### src/rtl/func_sweep_ctrl.sv
// Clocked exhaustive sweep of an N_IN-input function block, capturing its truth table and comparing it to an expected mask.
// Optional mismatch logging (err_count / first_err_idx) is enabled by defining FUNC_SWEEP_MISMATCH_LOG_EN.
module func_sweep_ctrl #(
  parameter int N_IN   = 4,
  parameter int SETTLE = 1
) (
  input  logic                 i_clk,
  input  logic                 i_rst_n,
  input  logic                 i_start,
  input  logic [2**N_IN-1:0]   i_expected,
  output logic [N_IN-1:0]      o_vec_out,
  input  logic                 i_f_in,
  output logic                 o_busy,
  output logic                 o_done,
  output logic                 o_pass,
  output logic [2**N_IN-1:0]   o_captured
`ifdef FUNC_SWEEP_MISMATCH_LOG_EN
  ,
  output logic [N_IN:0]        o_err_count,
  output logic [N_IN-1:0]      o_first_err_idx
`endif
);

  localparam int              NV        = 2**N_IN;
  localparam int              CW        = 4;
  localparam logic [CW-1:0]   SETTLE_C  = CW'(SETTLE);
  localparam logic [N_IN-1:0] LAST_IDX  = N_IN'(NV - 1);
  localparam bit              NO_SETTLE = (SETTLE == 0);

  typedef enum logic [1:0] {
    S_IDLE   = 2'd0,
    S_SETTLE = 2'd1,
    S_SAMPLE = 2'd2,
    S_DONE   = 2'd3
  } state_t;

  state_t          r_state;
  state_t          w_state_nxt;
  logic [CW-1:0]   r_cnt;
  logic [NV-1:0]   r_exp;
  logic [NV-1:0]   r_cap;
  logic [NV-1:0]   w_cap_nxt;
  logic [N_IN-1:0] r_vec;
  logic            r_busy;
  logic            r_done;
  logic            r_pass;
  logic            w_accept;
  logic            w_sample;
  logic            w_last;

  // State register
  always_ff @(posedge i_clk or negedge i_rst_n) begin
    if (!i_rst_n) begin
      r_state <= S_IDLE;
    end else begin
      r_state <= w_state_nxt;
    end
  end

  // Next-state decode; the counter leaves SETTLE on its last count so each vector occupies SETTLE+1 cycles
  always_comb begin
    w_state_nxt = r_state;
    w_accept    = 1'b0;
    w_sample    = 1'b0;
    w_last      = (r_vec == LAST_IDX);
    case (r_state)
      S_IDLE: begin
        if (i_start) begin
          w_accept    = 1'b1;
          w_state_nxt = NO_SETTLE ? S_SAMPLE : S_SETTLE;
        end else begin
          w_state_nxt = S_IDLE;
        end
      end
      S_SETTLE: begin
        if (r_cnt <= CW'(1)) begin
          w_state_nxt = S_SAMPLE;
        end else begin
          w_state_nxt = S_SETTLE;
        end
      end
      S_SAMPLE: begin
        w_sample = 1'b1;
        if (w_last) begin
          w_state_nxt = S_DONE;
        end else begin
          w_state_nxt = NO_SETTLE ? S_SAMPLE : S_SETTLE;
        end
      end
      S_DONE: begin
        w_state_nxt = S_IDLE;
      end
      default: begin
        w_state_nxt = S_IDLE;
      end
    endcase
  end

  // Truth table including the sample being taken this cycle, so pass covers the final bit
  always_comb begin
    w_cap_nxt        = r_cap;
    w_cap_nxt[r_vec] = i_f_in;
  end

  // Run datapath: vector index, settle counter, capture, verdict
  always_ff @(posedge i_clk or negedge i_rst_n) begin
    if (!i_rst_n) begin
      r_cnt  <= '0;
      r_exp  <= '0;
      r_cap  <= '0;
      r_vec  <= '0;
      r_busy <= 1'b0;
      r_done <= 1'b0;
      r_pass <= 1'b0;
    end else begin
      r_done <= w_sample & w_last;
      if (w_accept) begin
        r_exp  <= i_expected;
        r_cap  <= '0;
        r_pass <= 1'b0;
        r_vec  <= '0;
        r_busy <= 1'b1;
        r_cnt  <= SETTLE_C;
      end else if (w_sample) begin
        r_cap <= w_cap_nxt;
        if (w_last) begin
          r_busy <= 1'b0;
          r_pass <= (w_cap_nxt == r_exp);
        end else begin
          r_vec <= r_vec + N_IN'(1);
          r_cnt <= SETTLE_C;
        end
      end else if (r_state == S_SETTLE) begin
        r_cnt <= r_cnt - CW'(1);
      end else begin
        r_cnt <= r_cnt;
      end
    end
  end

`ifdef FUNC_SWEEP_MISMATCH_LOG_EN
  logic [N_IN:0]   r_err;
  logic [N_IN-1:0] r_first;

  // Mismatch log; indices are swept upward so the first recorded mismatch is the lowest
  always_ff @(posedge i_clk or negedge i_rst_n) begin
    if (!i_rst_n) begin
      r_err   <= '0;
      r_first <= '0;
    end else if (w_accept) begin
      r_err   <= '0;
      r_first <= '0;
    end else if (w_sample && (i_f_in != r_exp[r_vec])) begin
      if (r_err != (N_IN+1)'(NV)) begin
        r_err <= r_err + (N_IN+1)'(1);
      end else begin
        r_err <= r_err;
      end
      if (r_err == '0) begin
        r_first <= r_vec;
      end else begin
        r_first <= r_first;
      end
    end else begin
      r_err   <= r_err;
      r_first <= r_first;
    end
  end

  assign o_err_count     = r_err;
  assign o_first_err_idx = r_first;
`endif

  assign o_vec_out  = r_vec;
  assign o_busy     = r_busy;
  assign o_done     = r_done;
  assign o_pass     = r_pass;
  assign o_captured = r_cap;

endmodule
### config.mk
export PLATFORM = sky130hd
export DESIGN_NAME = func_sweep_ctrl
export DESIGN_NICKNAME = d
export VERILOG_FILES = /design/src/rtl/func_sweep_ctrl.sv
export SDC_FILE = /design/constraint.sdc
export NUM_CORES = 1
export LEC_CHECK = 0
export CORE_UTILIZATION = 54
export DETAILED_ROUTE_END_ITERATION = 10
export GPL_TIMING_DRIVEN = 0
export PLACE_DENSITY = 0.88
export SLEW_MARGIN = 20
export SYNTH_ARGS = -nofsm -noshare
export SYNTH_HDL_FRONTEND = slang
export SYNTH_SLANG_ARGS = --single-unit
### constraint.sdc
create_clock -name i_clk -period 2.55 [get_ports i_clk]
set_clock_uncertainty 0.1 [all_clocks]
set_input_delay 0.51 -clock i_clk [delete_from_list [all_inputs] [get_ports i_clk]]
set_output_delay 0.51 -clock i_clk [all_outputs]
set_load 0.1 [all_outputs]
== Word-level counts from Yosys, hierarchy flattened ==
Cells that the tools add are included.
Cells by class
  divide/modulo/power cells: 0
  eq/ne operators: 7
  add/subtract/negate cells: 2
  bitwise operators: 1
  shift-type cells: 0
  reduce and logical (&&, ||, !) cells: 8
  order comparisons: 3
  multipliers: 0
  multiplexer cells: 25
Operators by type and width (count)
  $mux 16: 2
  $mux 4: 7
  $bwmux 16: 1
  $eq 16x16->1: 1
  $mux 1: 11
  $pmux 2 s4: 1
  $reduce_and 2->1: 3
  $lt 4x5->1 const B: 1
  $add 4x1->4 const B: 1
  $demux 1 s4: 1
  $eq 2x2->1 const B: 2
  $eq 4x4->1 const B: 1
  $ge 4x1->1 const B: 1
  $le 4x1->1 const B: 1
  $mux 2: 2
  $reduce_bool 2->1: 2
  $sub 4x1->4 const B: 1
  $ne 3x3->1 const B: 1
  $reduce_bool 3->1: 1
  $eq 2x1->1 const B: 1
  $logic_not 2->1: 1
  $ne 2x2->1 const B: 1
  $and 1x1->1: 1
  $logic_and 1x1->1: 1
Storage, ports and cells
  bits in writable memories: 0
  output and inout bits: 23
  ROM bits: 0
  memories kept: 0
  latch bits: 0
  word-level logic and storage cells: 54
  register bits after elaboration: 45

== Logic depth before layout (Yosys ltp) ==
  word-level depth: 9
  gate-level depth with buffers: 9
  depth with buffers taken out: 8

== Worst setup path before layout ==
OpenSTA, ideal clock, no wires.
  path type: flip-flop to flip-flop
  start point: register r_vec[1] (netlist: o_vec_out[1])
  end point: register r_pass (netlist: o_pass)
  path buffers: 1
  arrival time: 2.470 ns
  cell stages (with the launch flop): 10
  setup time: 0.082 ns
  path slack: -0.102 ns
  clock period less this slack: 2.652 ns
  required time: 2.368 ns
  cells stage by stage: dfrtp_1 inv_1 ha_1 buf_2 and3b_1 mux2i_1 a22o_1 nor4_2 nand4_1 o22ai_2
On the way
  word-level cells in the longest chain between the ends: 9
  elaborated cells on any way between the ends: 13
  those cells by class: 2 x order compare; 2 x eq/ne; 6 x mux; 3 x reduce/logical
Ends and longest elaborated chain
  start: declaration: line 43  | logic [N_IN-1:0] r_vec;
  start signal: assignment: line 130  | r_vec <= r_vec + N_IN'(1);
  $lt 4x5->1 (not written as such) or $ge 4x1->1 (tied branches): line 102  | w_cap_nxt[r_vec] = i_f_in;
  $logic_and 1x1->1 (not written as such): line 102
  $mux 1 (not written as such): line 102
  $demux 1 s4: line 102
  $bwmux 16: line 102
  $eq 16x16->1: line 128  | r_pass <= (w_cap_nxt == r_exp);
  $mux 1: line 126  | if (w_last) begin
  $mux 1: line 124  | end else if (w_sample) begin
  $mux 1: line 117  | if (w_accept) begin
  end signal: assignment: line 128
  end: declaration: line 46  | logic r_pass;
Parallel ways exist; a longest one is shown, timed or not. The select of a mux whose other input is x is not followed.
A chain may end at the register's enable or synchronous reset.

== Worst setup path after layout ==
  start point: register r_cap[3] (netlist: o_captured[3])
  end point: output port o_captured[3]
RTL lines
  start: declaration: line 41  | logic [NV-1:0] r_cap;
  start signal: assignment: line 125  | r_cap <= w_cap_nxt;
  end: declaration: line 16  | output logic [2**N_IN-1:0] o_captured
No word-level cell between the ends.

==> report_table.html <==
<table>
<tr><th>Metric</th><th>Value</th></tr>
<tr><th colspan="2">STA</th></tr>
<tr><td>Setup repair after global routing missed its margin</td><td>false</td></tr>
<tr><td>Setup TNS</td><td>0 ns</td></tr>
<tr><td>Crit path time final</td><td>2.52 ns</td></tr>
<tr><td>Achievable frequency</td><td>396 MHz</td></tr>
<tr><td>Number of failing setup endpoints in the final timing report</td><td>0</td></tr>
<tr><td>Worst-Margin Slew</td><td>approximately 0.98 ns</td></tr>
<tr><td>Slew margin rel.</td><td>34.5%</td></tr>
<tr><td>Final hold violation count</td><td>0</td></tr>
<tr><td>Worst Slack Setup Final</td><td>0.0270 ns</td></tr>
<tr><td>Number of slew-limit violations in the final report</td><td>0</td></tr>
<tr><td>Final Cycle Share</td><td>98.9%</td></tr>
<tr><td>Worst hold slack</td><td>0.0879 ns</td></tr>
<tr><th colspan="2">Routing</th></tr>
<tr><td>Overall via count from detail_route</td><td>2400</td></tr>
<tr><td>Wire length per cell after detailed routing</td><td>~17 um</td></tr>
<tr><td>Antenna-violating nets left</td><td>0</td></tr>
<tr><td>Number of design rule violations left after detail routing</td><td>0</td></tr>
<tr><td>Violation count after the first detailed-routing iteration</td><td>257</td></tr>
<tr><td>Wirelength, routed</td><td>6800 um</td></tr>
<tr><td>Number of detailed-routing iterations run before antenna repair</td><td>4</td></tr>
<tr><td>Via-per-instance ratio</td><td>6.17</td></tr>
<tr><th colspan="2">Worst setup path</th></tr>
<tr><td>Data arrival time at the worst-slack endpoint</td><td>1.91 ns</td></tr>
<tr><td>Critical path, cell by cell</td><td>clkdlybuf4s50_1</td></tr>
<tr><td>Type of the worst setup path</td><td>register to output port</td></tr>
<tr><td>CP Buf/Inv Count</td><td>1</td></tr>
<tr><td>Critical Path Sink Type</td><td>output port</td></tr>
<tr><td>Required time reported for the critical path endpoint</td><td>1.94 ns</td></tr>
<tr><td>Critical Path Start Type</td><td>register</td></tr>
<tr><td>Delay of the slowest cell on the worst path</td><td>roughly 1.2 ns</td></tr>
<tr><td>Standard cell with the maximum stage delay on the critical path</td><td>clkdlybuf4s50_1</td></tr>
<tr><td>Origin of the critical flop-to-flop path</td><td>o_vec_out[0]$_DFFE_PN0P_</td></tr>
<tr><td>Worst reg2reg path depth</td><td>8</td></tr>
<tr><td>Critical register-to-register path endpoint</td><td>o_pass$_DFFE_PN0P_</td></tr>
<tr><td>Cell depth of the worst setup path</td><td>1</td></tr>
<tr><td>Crit-path max FO</td><td>4</td></tr>
<tr><td>Cell class contributing the biggest share of worst-path delay</td><td>buffers and inverters</td></tr>
<tr><td>Worst setup path start</td><td>o_captured[3]$_DFFE_PN0N_</td></tr>
<tr><td>R2R Setup Slk</td><td>0.12 ns</td></tr>
<tr><th colspan="2">Layout</th></tr>
<tr><td>Area growth syn-to-layout</td><td>23.8%</td></tr>
<tr><td>Nets</td><td>348</td></tr>
<tr><td>Ant diodes</td><td>0</td></tr>
<tr><td>Filler Cell Count</td><td>373</td></tr>
<tr><td>Post-Layout Cell Count</td><td>389</td></tr>
<tr><td>Share of layout cells above drive strength 1</td><td>13.0%</td></tr>
<tr><td>Final non-filler cell area</td><td>roughly 3300 um2</td></tr>
<tr><th colspan="2">Placed design</th></tr>
<tr><td>DP Worst Slack</td><td>-0.207 ns</td></tr>
<tr><td>HPWL after detailed placement</td><td>around 4900 um</td></tr>
<tr><td>Placed Cells incl. Taps</td><td>381</td></tr>
<tr><td>Final GP Congestion</td><td>between 0.9 and 1</td></tr>
<tr><td>Post-Place Cell Area</td><td>~3200 um2</td></tr>
<tr><td>Number of buffers inserted by port buffering</td><td>42</td></tr>
<tr><th colspan="2">Global routing</th></tr>
<tr><td>Number of global-route vias before repair</td><td>2193</td></tr>
<tr><td>Largest net degree at the start of global routing</td><td>25</td></tr>
<tr><td>First-pass GRT wire length</td><td>roughly 11000 um</td></tr>
<tr><td>Overall Global Routing Usage</td><td>28.5%</td></tr>
<tr><td>Initial antenna violation count</td><td>0</td></tr>
<tr><td>Total overflow reported by the global router</td><td>0</td></tr>
<tr><th colspan="2">CTS</th></tr>
<tr><td>Count of buffers added by post-CTS timing repair for setup</td><td>0</td></tr>
<tr><td>Post-cts hold buffer count</td><td>0</td></tr>
<tr><td>CTS tree</td><td>built</td></tr>
<tr><td>Cell at the root of the clock tree</td><td>clkbuf_8</td></tr>
<tr><td>Clock Latency Late Sink</td><td>around 0.31 ns</td></tr>
<tr><td>Number of clock sinks</td><td>45</td></tr>
<tr><td>H-tree levels</td><td>2</td></tr>
<tr><td>Worst-case clock buffer depth</td><td>2</td></tr>
<tr><td>TritonCTS Buffers</td><td>5</td></tr>
<tr><td>CTS clock-pin slew for the worst setup and hold paths</td><td>0.09 ns</td></tr>
<tr><th colspan="2">Logic synthesis</th></tr>
<tr><td>Number of different library cells in the post-synthesis netlist</td><td>about 50</td></tr>
<tr><td>Cell count after synthesis</td><td>271</td></tr>
<tr><td>Count of warnings emitted by yosys</td><td>0</td></tr>
<tr><td>Proportion of synthesized chip area in sequential cells</td><td>42.5%</td></tr>
<tr><td>Share of Yosys cell area claimed by the top area cell type</td><td>42.5%</td></tr>
<tr><td>Async set-or-reset flop fraction in the synthesized netlist</td><td>100%</td></tr>
<tr><td>Most frequently used cell type in the post-synthesis netlist</td><td>dfrtp_1</td></tr>
<tr><td>Most used DFF post-synth</td><td>dfrtp_1</td></tr>
<tr><td>Synthesized net count</td><td>298</td></tr>
<tr><td>Most area-consuming cells after synthesis</td><td>dfrtp_1, o21ai_0, mux2_2, mux2i_1, ha_1</td></tr>
<tr><td>Cell type contributing the most total cell area after synthesis</td><td>dfrtp_1</td></tr>
<tr><td>Number of flops mapped to enable cells by yosys</td><td>0</td></tr>
<tr><td>Average size of a mapped cell</td><td>9.78 um2</td></tr>
<tr><td>Seq cells post-synth</td><td>45</td></tr>
<tr><td>Summed instance area of the synthesized netlist</td><td>2650 um2</td></tr>
<tr><td>Top cell types by occurrence after synthesis</td><td>dfrtp_1, o21ai_0, a21oi_1, nand2_1, mux2_2</td></tr>
<tr><th colspan="2">Job</th></tr>
<tr><td>Max Cap Viol</td><td>0</td></tr>
<tr><th colspan="2">Die</th></tr>
<tr><td>Initial core utilization</td><td>56.1%</td></tr>
<tr><td>Area inside the core boundary</td><td>4720 um2</td></tr>
<tr><td>Vertical die dimension</td><td>72.1 um</td></tr>
<tr><td>Width of the chip</td><td>72.1 um</td></tr>
<tr><td>Number of standard-cell rows in the floorplan</td><td>25</td></tr>
<tr><td>Number of primary I/O pins</td><td>43</td></tr>
<tr><td>Overall die area</td><td>5190 um2</td></tr>
<tr><th colspan="2">Pwr</th></tr>
<tr><td>Reg power frac</td><td>around 36%</td></tr>
<tr><td>Power share of the clock group</td><td>16.1%</td></tr>
<tr><td>IR drop worst, VDD</td><td>0.000450 V</td></tr>
<tr><td>Switch share</td><td>44.4%</td></tr>
<tr><td>Internal cell power</td><td>1590 uW</td></tr>
<tr><td>Leakage component of the power</td><td>0.00141 uW</td></tr>
<tr><td>Share of total power in combinational logic</td><td>a little under half</td></tr>
<tr><td>Net Sw Power</td><td>1270 uW</td></tr>
<tr><td>Ratio of total power to cell area</td><td>873 nW/um2</td></tr>
<tr><th colspan="2">Outcome</th></tr>
<tr><td>Run status</td><td>finished, final reports clean</td></tr>
<tr><th colspan="2">Min path</th></tr>
<tr><td>HP Class</td><td>primary input to asynchronous set/reset pin</td></tr>
</table>
-- stage by stage --
| step | total power [uW] | utilization, % |
|---|---|---|
| 2_1_floorplan | 2000 | - |
| 3_5_place_dp | 2380 | 67.3 |
| 3_3_place_gp | 2330 | 66.8 |
| 5_1_grt | 3020 | 69.5 |
| 4_1_cts | 2840 | 69.2 |
| 6_report | 2870 | 69.5 |
-- worst max-delay path by stage --
| stage | slack (ns) | endpoint |
|---|---|---|
| finish | 0.03 | o_captured[3] |
| global route | 0.0002 | o_vec_out[2] |
| CTS | 0.02 | o_captured[1] |
| detailed placement | -0.21 | o_captured[4]$_DFFE_PN0N_ |
| global placement | -0.44 | o_vec_out[0]$_DFFE_PN0P_ |
| floorplan | 0.14 | o_pass$_DFFE_PN0P_ |
-- sequential cells by signal, indices dropped and copies added, names as in the netlist --
name / flops
o_done: 1
o_pass: 1
o_captured: 16
r_exp: 16
o_vec_out: 4
r_cnt: 4
o_busy: 1
r_state: 2
-- routing by layer --
metal  GRT usage, %  routed length, um  vias to the layer above
met5              0                  0                        -
met4           8.71                129                        0
met3           5.56                551                       14
met2           47.2               3250                      133
met1           38.0               2870                     1166
li1               -                  -                     1087
-- cell families (layout without fill, tap and decap cells) --
group	count (synthesis)	count (layout)	synth area share [%]
AOI/OAI and AO/OA	80	80	18.7
and+or+nand+nor	79	79	18.0
DFF	45	45	42.5
buffers and inverters	30	81	5.57
muxes	27	27	10.9
adders and majority gates	7	7	3.30
xor gates and xnor gates	3	3	0.992
-- layout by cell type (no fill, tap or decap), drive strengths merged, types with 3 or more instances in the layout --
| cell type | instances |
|---|---|
| nor2b | 6 |
| o21bai | 4 |
| clkdlybuf4s50 | 39 |
| inv | 11 |
| mux2 | 14 |
| a32o | 5 |
| clkbuf | 16 |
| nor2 | 8 |
| nor3b | 7 |
| o22ai | 5 |
| nand2 | 17 |
| mux2i | 13 |
| buf | 13 |
| ha | 7 |
| dfrtp | 45 |
| nand4 | 3 |
| nand2b | 5 |
| nand3b | 8 |
| o21ai | 33 |
| and3b | 4 |
| a21oi | 17 |
| nor4 | 3 |
| nand3 | 6 |
-- power by group through the flow --
stage | Sequential (uW) | Clock [uW] | Combinational, uW
6_report | 1040 | 460 | 1370
5_1_grt | 1060 | 489 | 1470
4_1_cts | 1030 | 462 | 1340
3_5_place_dp | 1050 | 0 | 1340
3_3_place_gp | 1040 | 0 | 1290
2_1_floorplan | 1260 | 0 | 749
-- cell type report --
class,instances,area [um2],share of cell area [%]
plain buffers,19,108,3.28
inverters,11,41.3,1.26
multi-input cells,196,1380,42.1
well taps,67,83.8,2.55
clock buffers,8,90.1,2.74
repair buffers,43,448,13.6
flip-flops and latches,45,1130,34.4
-- repair_timing --
item	4_1_cts	5_1_grt
hold endpoints to repair	0	0
setup endpoints to repair	0	13
resized for setup	0	5
Note: power is estimated with default switching activity, not from simulation.
